--- src/rtl/wb_arbiter.sv ---
// Two-master Wishbone arbiter onto a single memory slave, one transaction outstanding at a time.
// Define WB_ARB_ROUND_ROBIN_EN for round-robin tie-break; otherwise master 1 wins ties.
module wb_arbiter (
  input  logic        i_clk,
  input  logic        i_reset,
  input  logic        i_m0_wb_stb,
  input  logic [31:0] i_m0_wb_addr,
  input  logic [31:0] i_m0_wb_data,
  input  logic        i_m0_wb_we,
  input  logic [2:0]  i_m0_wb_sel,
  output logic [31:0] o_m0_wb_data,
  output logic        o_m0_wb_ack,
  output logic        o_m0_wb_stall,
  input  logic        i_m1_wb_stb,
  input  logic [31:0] i_m1_wb_addr,
  input  logic [31:0] i_m1_wb_data,
  input  logic        i_m1_wb_we,
  input  logic [2:0]  i_m1_wb_sel,
  output logic [31:0] o_m1_wb_data,
  output logic        o_m1_wb_ack,
  output logic        o_m1_wb_stall,
  output logic        o_s_wb_stb,
  output logic [31:0] o_s_wb_addr,
  output logic [31:0] o_s_wb_data,
  output logic        o_s_wb_we,
  output logic [2:0]  o_s_wb_sel,
  input  logic [31:0] i_s_wb_data,
  input  logic        i_s_wb_ack,
  input  logic        i_s_wb_stall,
  output logic [1:0]  o_grant
);

  typedef enum logic [1:0] {
    ST_IDLE = 2'd0,
    ST_REQ  = 2'd1,
    ST_WAIT = 2'd2
  } state_t;

  state_t      state_q;
  logic        stb_q;
  logic [31:0] addr_q;
  logic [31:0] data_q;
  logic        we_q;
  logic [2:0]  sel_q;
  logic [1:0]  grant_q;

  logic        idle_s;
  logic        tie_m1_s;
  logic        win0_s;
  logic        win1_s;
  logic        ack_s;

`ifdef WB_ARB_ROUND_ROBIN_EN
  // last_q = 1 means master 1 was granted last, so master 0 takes the next tie.
  logic        last_q;
  assign tie_m1_s = ~last_q;
`else
  assign tie_m1_s = 1'b1;
`endif

  // Arbitration decode and the reset-gated completion strobe
  always_comb begin
    idle_s = (state_q == ST_IDLE);
    win1_s = idle_s & i_m1_wb_stb & (~i_m0_wb_stb | tie_m1_s);
    win0_s = idle_s & i_m0_wb_stb & ~win1_s;
    ack_s  = (state_q == ST_WAIT) & i_s_wb_ack & ~i_reset;
  end

  assign o_m0_wb_stall = ~idle_s | (i_m0_wb_stb & win1_s);
  assign o_m1_wb_stall = ~idle_s | (i_m1_wb_stb & win0_s);
  assign o_m0_wb_ack   = ack_s & grant_q[0];
  assign o_m1_wb_ack   = ack_s & grant_q[1];
  assign o_m0_wb_data  = o_m0_wb_ack ? i_s_wb_data : 32'h0000_0000;
  assign o_m1_wb_data  = o_m1_wb_ack ? i_s_wb_data : 32'h0000_0000;

  assign o_s_wb_stb    = stb_q;
  assign o_s_wb_addr   = addr_q;
  assign o_s_wb_data   = data_q;
  assign o_s_wb_we     = we_q;
  assign o_s_wb_sel    = sel_q;
  assign o_grant       = grant_q;

  // Transaction FSM with registered slave request and grant
  always_ff @(posedge i_clk) begin
    if (i_reset) begin
      state_q <= ST_IDLE;
      stb_q   <= 1'b0;
      addr_q  <= 32'h0000_0000;
      data_q  <= 32'h0000_0000;
      we_q    <= 1'b0;
      sel_q   <= 3'b000;
      grant_q <= 2'b00;
`ifdef WB_ARB_ROUND_ROBIN_EN
      last_q  <= 1'b1;
`endif
    end else begin
      case (state_q)
        ST_IDLE: begin
          if (win0_s | win1_s) begin
            state_q <= ST_REQ;
            stb_q   <= 1'b1;
            grant_q <= {win1_s, win0_s};
            addr_q  <= win1_s ? i_m1_wb_addr : i_m0_wb_addr;
            data_q  <= win1_s ? i_m1_wb_data : i_m0_wb_data;
            we_q    <= win1_s ? i_m1_wb_we   : i_m0_wb_we;
            sel_q   <= win1_s ? i_m1_wb_sel  : i_m0_wb_sel;
`ifdef WB_ARB_ROUND_ROBIN_EN
            last_q  <= win1_s;
`endif
          end
        end
        ST_REQ: begin
          if (!i_s_wb_stall) begin
            state_q <= ST_WAIT;
            stb_q   <= 1'b0;
          end
        end
        ST_WAIT: begin
          if (i_s_wb_ack) begin
            state_q <= ST_IDLE;
            grant_q <= 2'b00;
          end
        end
        default: begin
          state_q <= ST_IDLE;
          stb_q   <= 1'b0;
          grant_q <= 2'b00;
        end
      endcase
    end
  end

endmodule

--- config.mk ---
export PLATFORM = sky130hd
export DESIGN_NAME = wb_arbiter
export DESIGN_NICKNAME = d
export VERILOG_FILES = /design/src/rtl/wb_arbiter.sv
export SDC_FILE = /design/constraint.sdc
export NUM_CORES = 1
export LEC_CHECK = 0
export ABC_AREA = 1
export BUFFER_PORTS_ARGS = -buffer_cell sky130_fd_sc_hd__buf_2
export CORE_AREA = 3 3 120 122
export DETAILED_ROUTE_END_ITERATION = 10
export DIE_AREA = 0 0 123 125
export PLACE_DENSITY_LB_ADDON = 0.15
export SYNTH_ARGS = -nofsm -noshare
export SYNTH_HDL_FRONTEND = slang
export SYNTH_SLANG_ARGS = --single-unit
--- constraint.sdc ---
create_clock -name i_clk -period 1.9 [get_ports i_clk]
set_clock_uncertainty 0.2 [all_clocks]
set_input_delay 0.38 -clock i_clk [delete_from_list [all_inputs] [get_ports i_clk]]
set_output_delay 0.38 -clock i_clk [all_outputs]
set_load 0.05 [all_outputs]
* After elaboration in Yosys (flattened, before gate mapping)
Index checks and enable logic that the tools add are counted.
Storage, ports and cells: bits in registers 73, latch bits 0, RAM bits 0, memory bits (read-only) 0, input bits 174, output and inout bits 139, word-level logic and storage cells 49, memories kept 0
Operators by class: add/sub/neg operators 0, multiply operators 0, divide/modulo/power cells 0, $lt $le $gt $ge 0, equality and inequality tests 5, shift operators 0, muxes and demuxes 15, bitwise gates (word level) 17, reduce and logical (&&, ||, !) cells 5
Operator list (number):
- $mux 32 | 4
- $pmux 2 s3 | 2
- $and 1x1->1 | 9
- $reduce_and 3->1 | 3
- $mux 2 | 4
- $not 1->1 | 5
- $ne 2x2->1 const B | 2
- $mux 1 | 3
- $mux 3 | 1
- $or 1x1->1 | 3
- $pmux 1 s3 | 1
- $eq 2x1->1 const B | 1
- $eq 2x2->1 const B | 1
- $logic_not 2->1 | 1
- $ne 2x1->1 const B | 1
- $reduce_and 2->1 | 1

* Depth between registers and ports, before layout
Gate-level depths: netlist of run 1.
depth after elaboration 7, depth in mapped cells 9, mapped depth without buffers 7

* Least setup slack after synthesis of run 1
No wires, ideal clock.
path type reg-to-output, start register grant_q[0] (netlist: o_grant[0]), end output port o_m0_wb_data[22], arrival 1825 ps, slack -505 ps, cell stages (with the launch flop) 4, buffers on the path 1, cells stage by stage dfxtp_1 > nand4_1 > clkbuf_1 > nor2_1
On the way: word-level cells in the longest chain between the ends 2
RTL lines:
- start: declaration | RTL line 45 | logic [1:0] grant_q;
- start signal: assignment | RTL line 102 | grant_q <= {win1_s, win0_s};
- $and 1x1->1 | RTL line 71 | assign o_m0_wb_ack = ack_s & grant_q[0];
- $mux 32 | RTL line 73 | assign o_m0_wb_data = o_m0_wb_ack ? i_s_wb_data : 32'h0000_0000;
- end: declaration | RTL line 11 | output logic [31:0] o_m0_wb_data,
No other way between the ends.

* Worst setup path after layout of run 1
start register state_q[0], end output port o_m1_wb_data[5]
On the way: word-level cells in the longest chain between the ends 5
RTL lines:
- start: declaration | RTL line 39 | state_t state_q;
- start signal: assignment | RTL line 86 | state_q <= ST_IDLE;
- start signal: assignment | RTL line 100 | state_q <= ST_REQ;
- start signal: assignment | RTL line 114 | state_q <= ST_WAIT;
- $eq 2x2->1 | RTL line 66 | ack_s = (state_q == ST_WAIT) & i_s_wb_ack & ~i_reset;
- $and 1x1->1 (2 in a row) | RTL line 66
- $and 1x1->1 | RTL line 72 | assign o_m1_wb_ack = ack_s & grant_q[1];
- $mux 32 | RTL line 74 | assign o_m1_wb_data = o_m1_wb_ack ? i_s_wb_data : 32'h0000_0000;
- end: declaration | RTL line 19 | output logic [31:0] o_m1_wb_data,
No other way between the ends.

==> results, run 1 <==
- The combined area of all synthesized cells is 4160 um2.
- The number of antenna diodes in the final layout is 0.
- Summed over all nets, the half-perimeter wirelength after detailed placement is 11.4 mm.
- In the global route stage, met3 resource usage came out at 0.0637.
- The first detailed-routing pass ran for 4 iterations.
- The number of setup violations in the final report is 66.
- The number of antenna violations at the first check in global routing was 0.
- The fraction of final layout cells sized beyond drive strength 1 is 0.418.
- The number of CTS-inserted buffers is 9.
- For this run, global-route usage on met1 was measured as 0.202.
- The later pin in the worst-skew pair is clocked with a latency of 0.32 ns.
- The maximum level of the CTS H-tree is 3.
- The final layout contains about 1.2k nets.
- The instance count of the mapped netlist is 722.
- The worst register-to-register path begins at state_q[1].
- The worst setup slack before clock tree synthesis is -0.0546 ns.
- The path type of the worst setup path is flop to output pin.
- The highest attainable clock frequency is 440 MHz.
- The worst register-to-register path ends at o_s_wb_addr[1].
- The smallest clock period supported by the final layout is computed as 2.27 ns.
- The number of synthesized register bits is 73.
- The max-slew violation count was 0.
- The number of max-capacitance violations reported is 0.
- Counting every net in the synthesized netlist gives between 800 and 900.
- Measured along the x axis, the die boundary spans 123 um.
- sky130_fd_sc_hd__dfxtp_1 takes more of the synthesized area than any other cell.
- In the synthesized netlist, the cells that appear most often are sky130_fd_sc_hd__nand2_1, sky130_fd_sc_hd__inv_1, sky130_fd_sc_hd__a21oi_1, sky130_fd_sc_hd__dfxtp_1, sky130_fd_sc_hd__nand3_1.
- Input and output buffers added on the ports amount to 312.
- The path category of the worst min-delay check is input port to flop.
- The post-route fraction of the period consumed by the critical path is 1.19.
- The number of nets with antenna violations after detailed routing is 0.
- Measured against its own limit, the worst slew margin works out to 0.469.
- The number of flops mapped to enable cells by yosys is 0.
- The total track usage is 0.200.
- The slack of the worst reg-to-reg path is 0.19 ns.
- The startpoint kind of the worst setup timing path is a flop.
- The first global-routing pass estimated 24.7 mm of wire.
- The number of remaining DRC errors is 0.
- The violation count after the first detailed-route iteration is a little under 200.
- The fraction of met2 tracks used by global routing is 0.384.
- Wires add up to 17.1 mm.
- The count of non-filler cells in the finished layout is 1213.
- The post-placement cell area is ~6400 um2.
- The fill cell total of the finished layout is roughly 1.3k.
- In the synthesized netlist the dominant register cell turns out to be sky130_fd_sc_hd__dfxtp_1.
- After clock tree synthesis, the clock-pin slew on the worst setup and hold paths is 0.06 ns.
- VDD sags by at most 0.000384 V.
- Global routing finished with a remaining overflow of 0.
- The final-report hold violation count is 0.
- The die covers 15400 um2.
- The mean number of vias per cell is 4.43.
- Entering global routing, the biggest net connects 74 pins.
- TritonCTS built the clock tree.
- The CTS sink count is 73.
- The die height is 125 um.
- Hold repair after CTS inserted 0 buffers.
- At the end of routability-driven placement, the weighted congestion stood at about 0.78.
- The number of global-route vias before repair was 5002.
- The synthesis warning total is 0.
- The required time of the worst setup path is roughly 1.3 ns.
- The checks that failed: negative setup slack.
- The analysis attributes to cell leakage a power of roughly 4.3 nW.
- The count of cells along the worst register-to-register path is 9.
- The flow ran to the end, but the final reports show violations.
- The netlist uses 18 different library cells.
- Row generation in the floorplan step produced 42 rows.
- The area overhead of the layout relative to synthesis is 81.5%.
- The capture endpoint of the worst hold path is o_s_wb_addr[16].
- The endpoint arrival time on the critical path is 1.69 ns.
- The core region is about 13000 um2.
- With fillers left out, the area of the finished cells amounts to 7550 um2.
- The placed instance count is approximately 1.2k.
- In the post-route analysis, the smallest setup slack over all paths is -0.370 ns.
- Of all nets on the critical path, the largest fanout is 5.
- The slew at the pin closest to its max-slew limit is about 0.8 ns.
- After synthesis, the share of flip-flops with an asynchronous set or reset is 0.
- The worst hold path begins at i_m1_wb_addr[16].
- The most instantiated library cell after synthesis is sky130_fd_sc_hd__nand2_1.
- Of the synthesized area, sequential elements account for 0.351.
- The cell at the root of the clock tree is sky130_fd_sc_hd__clkbuf_16.
- The share of the synthesized area in the top cell type is 0.351.
- In the post-synthesis netlist, the biggest area contributors are sky130_fd_sc_hd__dfxtp_1, sky130_fd_sc_hd__nand2_1, sky130_fd_sc_hd__inv_1, sky130_fd_sc_hd__a21oi_1, sky130_fd_sc_hd__nand3_1.
- STA classifies the critical path endpoint as an output pin.
- The initial utilization of the core area, before any placement, comes to 0.313.
- The longest clock path from root to sink contains 2 buffers.
- The mean area per synthesized cell is ~5.8 um2.
- The via total after detailed routing is 5369.
- The power density normalized to cell area is 772 nW/um2.
- The top-level I/O count is 313.
- After detailed routing, the average wire length per cell comes to 14.1 um.
- In this run the most used layer during global routing was met2.
- The worst hold path passes through 5 cells.
- Setup repair after global routing could not meet its margin everywhere.
==> registers in the layout (all words and copies together), names as in the netlist <==
signal	flops
state_q	2
o_s_wb_we	1
o_s_wb_data	32
o_s_wb_sel	3
o_s_wb_stb	1
o_s_wb_addr	32
o_grant	2
==> through the flow <==
| step | power, mW | setup TNS [ns] | util | hold slack [ns] |
|---|---|---|---|---|
| after floorplan | 3.55 | -1.88 | - | 0.337 |
| after detailed placement | 4.20 | -1.78 | 0.482 | 0.252 |
| after global routing | 6.21 | -19.94 | 0.568 | 0.129 |
| after CTS | 5.89 | -9.88 | 0.550 | 0.122 |
| final | 5.83 | -15.18 | 0.568 | 0.134 |
| after global placement | 4.19 | -1.09 | 0.482 | 0.247 |
==> power by group <==
part | internal, mW | switching (mW) | leakage [nW] | total, mW
combinational | 0.669 | 1.67 | 3.53 | 2.34
clock | 1.03 | 0.599 | 0.137 | 1.63
sequential | 1.76 | 0.0995 | 0.607 | 1.86
==> worst max-delay path by stage <==
stage,startpoint,endpoint
final,state_q[0],o_m1_wb_data[5]
after global routing,state_q[0],o_m1_wb_data[5]
after CTS,state_q[0],o_m1_wb_data[1]
after detailed placement,i_reset,o_m0_wb_data[28]
after global placement,i_reset,o_m0_wb_data[28]
after floorplan,o_grant[0],o_m0_wb_data[0]
==> routing by layer <==
metal,share of wire,vias up
met5,0,-
met4,0.027,0
met3,0.10,31
met2,0.52,217
met1,0.35,2379
li1,-,2742
==> layout by cell type, fill, tap and decap left out, types with 2 or more instances in the layout <==
master and n:
sky130_fd_sc_hd__nand2_2 2, sky130_fd_sc_hd__buf_8 36, sky130_fd_sc_hd__clkinvlp_4 3, sky130_fd_sc_hd__nand4_1 3, sky130_fd_sc_hd__nand2_1 207, sky130_fd_sc_hd__nor2_4 65, sky130_fd_sc_hd__dfxtp_1 70, sky130_fd_sc_hd__inv_1 174
sky130_fd_sc_hd__nand3_1 73, sky130_fd_sc_hd__buf_6 32, sky130_fd_sc_hd__buf_4 14, sky130_fd_sc_hd__buf_2 245, sky130_fd_sc_hd__a21oi_1 73, sky130_fd_sc_hd__inv_2 4, sky130_fd_sc_hd__clkbuf_16 12, sky130_fd_sc_hd__buf_12 9
sky130_fd_sc_hd__buf_16 4, sky130_fd_sc_hd__dfxtp_2 3
==> final cells by class <==
| type | instances | area, um2 | share of cell area |
|---|---|---|---|
| Sequential cell | 73 | 1470 | 0.194 |
| Multi-Input combinational cell | 427 | 2300 | 0.305 |
| Clock inverter | 3 | 42.5 | 0.00563 |
| Clock buffer | 11 | 243 | 0.0321 |
| Inverter | 180 | 683 | 0.0904 |
| Timing Repair Buffer | 343 | 2600 | 0.344 |
| Tap cell | 176 | 220 | 0.0291 |
==> timing repair <==
| item | in CTS | in global routing |
|---|---|---|
| setup endpoints to repair | 66 | 86 |
| buffers inserted | 5 | 2 |
| cloned | 4 | 3 |
| gates resized for setup | 154 | 42 |
| pin swaps | 4 | 4 |
==> logic make-up (layout without fill, tap and decap cells) <==
kind of cell,count (synthesis),after routing,synth area share
AOI/OAI and AO/OA,75,75,0.0911
buffers and inverters,222,537,0.213
DFF,73,73,0.351
and+or+nand+nor,352,352,0.345
==> worst max-delay path: stages, from the launching register on <==
cell and delay (ns):
sky130_fd_sc_hd__dfxtp_2 0.32, sky130_fd_sc_hd__inv_2 0.06, sky130_fd_sc_hd__nand2_2 0.05, sky130_fd_sc_hd__inv_2 0.06, sky130_fd_sc_hd__nand4_1 0.16, sky130_fd_sc_hd__buf_6 0.22, sky130_fd_sc_hd__buf_16 0.16, sky130_fd_sc_hd__nor2_4 0.16
sky130_fd_sc_hd__buf_6 0.18
No activity file was read; power rests on OpenSTA's default activity.
==> run 2: changes to the inputs <==
--- a/config.mk
+++ b/config.mk
@@ -7,9 +7,9 @@
 export LEC_CHECK = 0
 export ABC_AREA = 1
 export BUFFER_PORTS_ARGS = -buffer_cell sky130_fd_sc_hd__buf_2
-export CORE_AREA = 3 3 120 122
+export CORE_MARGIN = 3
+export CORE_UTILIZATION = 30
 export DETAILED_ROUTE_END_ITERATION = 10
-export DIE_AREA = 0 0 123 125
 export PLACE_DENSITY_LB_ADDON = 0.15
 export SYNTH_ARGS = -nofsm -noshare
 export SYNTH_HDL_FRONTEND = slang
==> results, run 2 (synthesized netlist as in run 1, its figures left out) <==
- The final-report hold violation count is 0 (unchanged).
- The top-level I/O count is 313 (unchanged).
- The worst-case clock buffer depth is 2 (unchanged).
- The maximum level of the CTS H-tree came to 3 (unchanged).
- The power density normalized to cell area is 816 nW/um2 (+5.6%).
- The number of CTS-inserted buffers was 9 (unchanged).
- The CTS sink count is 73 (unchanged).
- The worst max-slew margin expressed relative to the limit is 0.463 (-0.00619).
- The detailed-routing wirelength on met1 is 6.30 mm (+4.9%).
- The tree is rooted in a sky130_fd_sc_hd__clkbuf_16.
- The final design area excluding fillers is 7740 um2 (+2.5%).
- For this design, the slowest cell found on the critical path is sky130_fd_sc_hd__dfxtp_2.
- The pin count of the biggest net entering global routing is 74 (unchanged).
- The initial core utilization is 0.311 (-0.00245).
- The sum of net half-perimeters after detailed placement was 11.5 mm (+0.82%).
- In the layout the commonest cells are sky130_fd_sc_hd__buf_2, sky130_fd_sc_hd__nand2_1, sky130_fd_sc_hd__inv_1.
- The highest metal layer used by the detailed router is met4.
- The floorplan die area is 15300 um2 (-0.36%).
- The violation count after the first detailed-route iteration is 172 (-12%).
- The clock-pin slew on the worst setup and hold paths is 0.06 ns (about the same).
- The number of input and output port buffers inserted is 312 (unchanged).
- TritonCTS built the clock tree.
- The total power was 6.31 mW (+8.2%).
- The run finished, with violations left.
- The number of core rows is 42 (unchanged).
- The met2 wire length was 8.88 mm (-0.78%).
- The slew at the pin closest to its max-slew limit was 0.806 ns (+0.00929 ns).
- The number of remaining DRC errors came to 0 (unchanged).
- The total inserted antenna cells is 0 (unchanged).
- The number of hold buffers added after cts is 0 (unchanged).
- The number of max-capacitance violations reported was 0 (unchanged).
- The critical path goes through inv_2 > nand2_2 > inv_2 > nand4_1 > buf_6 > clkbuf_16 > nor2_4 > buf_6.
- The library cell used most frequently in the layout, excluding fill and tap cells, is sky130_fd_sc_hd__buf_2.
- The worst setup path is captured at an output pin.
- The slack of the worst reg-to-reg path is -0.05 ns (-0.24 ns).
- The sum of overflow across all layers after global routing is 0 (unchanged).
- The area overhead of the layout relative to synthesis is 86.0%.
- The checks that failed: negative setup slack.
- The post-layout minimum cycle time was 2.11 ns (-0.157 ns).
- The number of iterations in the first detailed-routing pass was 4 (unchanged).
- The path category of the worst min-delay check is input port to flop.
- The largest fanout on the critical path is 5 (unchanged).
- The post-route fraction of the period consumed by the critical path came to 1.11 (-0.0827).
- The max-slew violation count is 0 (unchanged).
- The critical path is of the flop to output pin type.
- The weighted congestion at the end of routability-driven global placement is 0.744 (-4.5%).
- The total track usage came to 0.203 (+0.00288).
- The final worst setup slack is -0.213 ns (+0.157 ns).
- The final-stage net count was 1215 (+0.58%).
- The required time of the worst setup path is 1.32 ns (about the same).
- The wire length after detailed routing was 17.1 mm (about the same).
- The post-placement cell area is 6420 um2 (+0.31%).
- The die height is 124 um (-0.98%).
- The number of setup violations in the final report came to 67 (+1.5%).
- The sum of met3 wire segment lengths after detailed routing is 1.35 mm (-21%).
- The mean routed wirelength per cell was 14.0 um (-0.72%).
- The worst ir drop on vdd is 0.000402 V (+4.7%).
- The number of global-route vias before repair is 4688 (-6.3%).
- The startpoint kind of the worst setup timing path is a flop.
- Setup repair after global routing could not meet its margin everywhere.
- The leakage component of the power came to 4.37 nW (+2.1%).
- The endpoint arrival time on the critical path came to 1.53 ns (-0.16 ns).
- The maximum cell stage delay along the critical path is 0.32 ns (about the same).
- The clock insertion delay at the later pin of the skew report is 0.33 ns (about the same).
- The number of nets with antenna violations after detailed routing came to 0 (unchanged).
- The mean number of vias per cell is 4.36 (-1.6%).
- The die boundary width came to 124 um (+0.63%).
- The wire length of the first global-routing pass came to 24.0 mm (-3.0%).
- The core box area came to 13400 um2 (+0.79%).
- The number of antenna violations at the first check in global routing is 0 (unchanged).
- The fraction of final layout cells sized beyond drive strength 1 is 0.425 (+0.00788).
- The highest attainable clock frequency is 473 MHz (+7.4%).
- The via total after detailed routing is 5323 (-0.86%).
[run 2: per-stage QoR]
stage	worst slack (ns)	utilization	hold slack, ns	std cells	setup TNS, ns
after global routing	-0.293	0.578	0.125	1222	-17.88
final	-0.213	0.578	0.128	1222	-12.65
after detailed placement	-0.0268	0.479	0.252	1184	-0.680
after CTS	-0.200	0.561	0.108	1219	-11.40
after floorplan	-0.115	-	0.337	722	-1.88
after global placement	-0.0250	0.479	0.248	1184	-0.499
[run 2: final timing paths]
check,start,end,depth (start not counted)
min,i_m1_wb_addr[19],o_s_wb_addr[19],5
max,state_q[0],o_m1_wb_data[31],8
min reg2reg,o_s_wb_stb,o_s_wb_stb,2
max reg2reg,state_q[0],o_s_wb_stb,15
[run 2: final cells by class]
cell class	instances	area, um2
inverters	180	683
multi-input cells	427	2310
fillers	1273	5660
clock inverters	7	141
well taps	176	220
clock buffers	9	225
repair buffers	350	2700
flip-flops and latches	73	1470
[run 2: layer usage]
metal | vias up | track usage
met5 | - | 0
met4 | 0 | 0.0934
met3 | 29 | 0.0527
met2 | 206 | 0.382
met1 | 2330 | 0.207
li1 | 2758 | -
[run 2: what timing repair did]
action | 4_1_cts | 5_1_grt
gates resized for setup | 152 | 47
cloned | 7 | 1
pin swaps | 3 | 9
endpoints found under the setup margin | 67 | 68
buffers inserted | 12 | 2
[run 2: power breakdown]
group | internal (mW) | total [mW] | switching [mW]
Sequential | 1.76 | 1.85 | 0.0974
Clock | 1.42 | 2.07 | 0.657
Combinational | 0.700 | 2.39 | 1.69
[run 2: worst max-delay path, delay by kind of cell (launching register included)]
kind                   cells  cell delay, ns
and+or+nand+nor            3            0.24
buffers and inverters      5            0.64
DFF                        1            0.32
